<file path="config.mk">
export PLATFORM = sky130hd
export DESIGN_NAME = car_sensor_filter
export DESIGN_NICKNAME = d
export VERILOG_FILES = /design/src/rtl/traffic_pkg.sv /design/src/rtl/sync_2ff.sv /design/src/rtl/car_sensor_filter.sv
export SDC_FILE = /design/constraint.sdc
export NUM_CORES = 1
export LEC_CHECK = 0
export BUFFER_PORTS_ARGS = -buffer_cell sky130_fd_sc_hd__buf_2
export CORE_AREA = 2 2 39 41
export CTS_CLUSTER_SIZE = 14
export DETAILED_ROUTE_END_ITERATION = 7
export DIE_AREA = 0 0 41 43
export GPL_TIMING_DRIVEN = 0
export HOLD_SLACK_MARGIN = 0.05
export PLACE_DENSITY = 0.65
export SYNTH_ARGS = -nofsm -noshare
export SYNTH_HDL_FRONTEND = slang
export SYNTH_HIERARCHICAL = 1
export SYNTH_SLANG_ARGS = --single-unit
</file>
<file path="constraint.sdc">
create_clock -name clk -period 4.4 [get_ports clk]
set_input_delay 0.66 -clock clk [delete_from_list [all_inputs] [get_ports clk]]
set_output_delay 0.66 -clock clk [all_outputs]
set_load 0.005 [all_outputs]
</file>
<file path="src/rtl/traffic_pkg.sv">
// Shared traffic-light types: light colour encodings and the car sensor
// filter state encoding.
package traffic_pkg;

  typedef enum logic [1:0] {
    RED    = 2'd0,
    YELLOW = 2'd1,
    GREEN  = 2'd2
  } light_t;

  typedef enum logic [1:0] {
    IDLE = 2'd0,
    QUAL = 2'd1,
    REQ  = 2'd2,
    HOLD = 2'd3
  } filt_state_t;

endpackage

</file>
<file path="src/rtl/sync_2ff.sv">
// Two-flop synchronizer for a single asynchronous level, cleared by the
// asynchronous active-low clear_n.
module sync_2ff (
  input  logic clk,
  input  logic clear_n,
  input  logic d,
  output logic q
);

  logic meta;

  // Two register stages to resolve metastability before the level is used
  always_ff @(posedge clk or negedge clear_n) begin
    if (!clear_n) begin
      meta <= 1'b0;
      q    <= 1'b0;
    end else begin
      meta <= d;
      q    <= meta;
    end
  end

endmodule

</file>
<file path="src/rtl/car_sensor_filter.sv">
// Country-road car sensor filter: synchronizes and debounces the loop
// detector, raises x (car waiting) until the country light is served, then
// holds off until the car has clearly left.
// Optional build macro CAR_SENSOR_STAT_EN adds the saturating req_count port.
module car_sensor_filter
  import traffic_pkg::*;
#(
  parameter int unsigned DEBOUNCE_CYCLES = 4
) (
  input  logic       clk,
  input  logic       clear_n,
  input  logic       sensor_raw,
  input  logic       served,
  output logic       x
`ifdef CAR_SENSOR_STAT_EN
  ,
  output logic [7:0] req_count
`endif
);

  localparam logic [7:0] CNT_LAST = 8'(DEBOUNCE_CYCLES - 1);

  filt_state_t state;
  logic [7:0]  cnt;
  logic        s;

  sync_2ff u_sync (
    .clk     (clk),
    .clear_n (clear_n),
    .d       (sensor_raw),
    .q       (s)
  );

  // Debounce/request FSM; x is registered alongside state so it always equals (state == REQ)
  always_ff @(posedge clk or negedge clear_n) begin
    if (!clear_n) begin
      state <= IDLE;
      cnt   <= '0;
      x     <= 1'b0;
    end else begin
      case (state)
        IDLE: begin
          if (s) begin
            state <= QUAL;
            cnt   <= 8'd1;
          end else begin
            cnt   <= '0;
          end
        end
        QUAL: begin
          if (!s) begin
            state <= IDLE;
            cnt   <= '0;
          end else if (cnt == CNT_LAST) begin
            state <= REQ;
            cnt   <= '0;
            x     <= 1'b1;
          end else begin
            cnt   <= cnt + 8'd1;
          end
        end
        REQ: begin
          // served wins over any sensor change in this state
          if (served) begin
            state <= HOLD;
            cnt   <= '0;
            x     <= 1'b0;
          end
        end
        HOLD: begin
          // a car still present restarts the leave-detection count
          if (s) begin
            cnt   <= '0;
          end else if (cnt == CNT_LAST) begin
            state <= IDLE;
            cnt   <= '0;
          end else begin
            cnt   <= cnt + 8'd1;
          end
        end
        default: begin
          state <= IDLE;
          cnt   <= '0;
          x     <= 1'b0;
        end
      endcase
    end
  end

`ifdef CAR_SENSOR_STAT_EN
  // Saturating count of QUAL->REQ transitions, cleared only by reset
  always_ff @(posedge clk or negedge clear_n) begin
    if (!clear_n) begin
      req_count <= '0;
    end else if (state == QUAL && s && cnt == CNT_LAST && req_count != 8'hFF) begin
      req_count <= req_count + 8'd1;
    end
  end
`endif

endmodule

</file>
==> results by group <==
Clocking
  • Clock Path Buffers: 2
  • Clock sinks: 13
  • Clock tree root driver cell: clkbuf_4
  • CTS resizes: 0
  • Total setup buffers inserted after CTS: 0
  • CTS tree: done
  • Clk slew on worst S/H paths: ~0.080 ns
  • Clk Latency, worst-skew pair: about 0.27 ns
  • Hold-fix buffers at CTS: 0
  • Total CTS buffers: 3
  • H-tree Lvls: 1

Floorplanning
  • Core footprint: around 0.0014 sq mm
  • Die Y: 43 microns
  • I/O Pins: 5
  • Row count: 14
  • Initial Utilization: between 40% and 50%
  • Die ar.: between 0.0015 and 0.002 sq mm
  • Die width: 41 microns

Setup path
  • CP max-delay cell: or4b_1
  • Class of the most critical setup path: register to register
  • Crit Path Max Fanout: 5
  • Worst path arrival time: between 2 and 2.5 ns
  • Worst Path Buf+Inv: 0
  • Worst EP required: between 4 and 5 ns
  • Delay-heaviest family, CP: simple AND/OR/NAND/NOR gates
  • Reg2reg setup slack: around 2.5 ns
  • Max incr delay on CP: between 0.4 and 0.5 ns
  • Crit path cell chain: ha_1 > nor3b_2 > a211oi_2 > or4b_1 > nand3_1
  • Startpoint Class: register
  • Crit. End Element: register

Detailed routing
  • TritonRoute pass-1 iters: 3
  • Routed Antenna Nets: 0
  • Via-per-instance ratio: between 5 and 6
  • Routed vias: between 400 and 500
  • Routed WL: around 1200 microns
  • WL/cell: around 14 microns
  • Drc violations: 0
  • Initial drt markers: 5

STA
  • Number of setup violations in the final report: 0
  • Final Critical Period: 1.89 ns
  • Skew final: 0.00107 ns
  • Least-Margin Pin Slew: about 0.38 ns
  • Hold slack: around 0.26 ns
  • Fin crit share: between 40% and 50%
  • Relative slew slack: between 70% and 80%
  • RSZ-0062 raised after global routing: no
  • Hold Fails Final Rpt: 0
  • PnR worst setup slack: around 2.5 ns
  • Setup TNS: 0 ns
  • Fmax: between 500 and 600 MHz
  • Max Slew Vio Count: 0

Synthesis
  • Top post-synthesis cells by area: dfrtp_1, xor2_1, nand3_1, nor2_1, nor4_4
  • Netlist cell types: 26
  • Post-synthesis cell count: between 60 and 70
  • Syn Std Cell Area: roughly 660 sq um
  • Synthesis Warnings: 6
  • Register area share after synthesis: 49.5%
  • Fraction of registers with async set/reset: 100%
  • Dominant synthesized flop cell: dfrtp_1
  • Mapped Nets: 66
  • Mapped Avg Cell Area: around 11 sq um
  • Post-synthesis register bit count: 13
  • Yosys top cell area share: ~50%
  • Largest area contributor in the netlist: dfrtp_1
  • Post-synth EDFFs: 0

Final layout
  • Share of cells above drive strength 1: 17.4%
  • Most frequent cells in the layout: dfrtp_1, nor2_1, nand3_1, xor2_1
  • Final #Nets: 75
  • Most common cell after layout, fill and taps aside: dfrtp_1
  • Layout area overhead: 10.1%
  • ANT cells: 0

Power
  • Power density over the cells: ~440 mW/mm^2
  • Peak supply drop: 0.000298 V
  • Leakage: 0.328 nW

Place
  • Final GP Congestion: around 0.81
  • Port Buffer Count: 4
  • Hpwl dp: approximately 870 microns
  • Worst slack, placed: ~2.5 ns

Global routing
  • Vias in the first global route: about 450
  • Gr ovfl total: 0
  • Pin count of the biggest net entering global routing: 14
  • First-pass GRT wire length: roughly 1900 microns
  • Total Routing Usage GR: between 15 and 20%
  • Antenna violations before repair: 0

Status
  • Outcome: finished clean

Min path
  • Worst hold-check path type: input pin to async pin

Flow run
  • Max-Cap Viols: 0
## cells in the mapped netlist, drive strengths merged (2+ instances only)
| library cell | instances |
|---|---|
| and3 | 3 |
| a21oi | 2 |
| dfrtp | 13 |
| nand4 | 2 |
| xor2 | 5 |
| nand2 | 3 |
| o21ai | 4 |
| inv | 2 |
| nand3 | 5 |
| nor2 | 6 |
| and2 | 2 |
## worst paths after layout
check	start	endpoint	cells after the start
setup / recovery	cnt[0]$_DFFE_PN0N_	cnt[6]$_DFFE_PN0N_	5
hold / removal	clear_n	cnt[0]$_DFFE_PN0N_	1
setup reg to reg	cnt[0]$_DFFE_PN0N_	cnt[6]$_DFFE_PN0N_	5
hold reg to reg	u_sync/meta$_DFF_PN0_	u_sync/q$_DFF_PN0_	0
max in group asynchronous	clear_n	u_sync/meta$_DFF_PN0_	1
min in group clk	u_sync/meta$_DFF_PN0_	u_sync/q$_DFF_PN0_	0
## flip-flops by register name (all words and copies together), names as in the netlist, named ones only
register,flops
cnt,8
state,1
u_sync/meta,1
u_sync/q,1
x,1
## through the flow
step	instance area, sq um	instances	power [mW]	util (%)
floorplan	657	61	0.220	-
global placement	697	81	0.241	50.4
global route	723	85	0.339	52.3
finish	723	85	0.318	52.3
detailed placement	697	81	0.246	50.4
CTS	723	85	0.320	52.3
## power breakdown
| group | leakage, nW | total (mW) | switching (mW) | internal [mW] |
|---|---|---|---|---|
| clock | 0.0150 | 0.0737 | 0.0386 | 0.0351 |
| sequential | 0.171 | 0.163 | 0.0246 | 0.138 |
| combinational | 0.142 | 0.0814 | 0.0453 | 0.0361 |
## area by class of cell
type | count | area, sq um
multi-input cells | 45 | 320
inverters | 2 | 7.51
fillers | 137 | 661
plain buffers | 1 | 3.75
repair buffers | 4 | 20.0
well taps | 16 | 20.0
clock buffers | 4 | 26.3
flip-flops and latches | 13 | 325
## per-layer routing
layer	GRT usage, %	wire (microns)	vias to the layer above
met5	0	0	-
met4	10.0	20	0
met3	4.71	31	2
met2	23.8	551	5
met1	23.1	608	221
li1	-	-	241
## worst reg2reg max path, stage by stage, from the launching register on
cell and delay (ns):
dfrtp_1 0.43, ha_1 0.27, nor3b_2 0.21, a211oi_2 0.33, or4b_1 0.47, nand3_1 0.12
## logic make-up (layout without fill, tap and decap cells)
group,Yosys count,after routing,synth area share (%)
AOI/OAI and AO/OA,10,10,10.5
buffers and inverters,3,11,1.71
and+or+nand+nor,26,26,25.1
DFF,13,13,49.5
muxes,1,1,1.71
adders and majority gates,2,2,3.43
xor gates and xnor gates,6,6,8.00
Note: power is estimated with default switching activity, not from simulation.
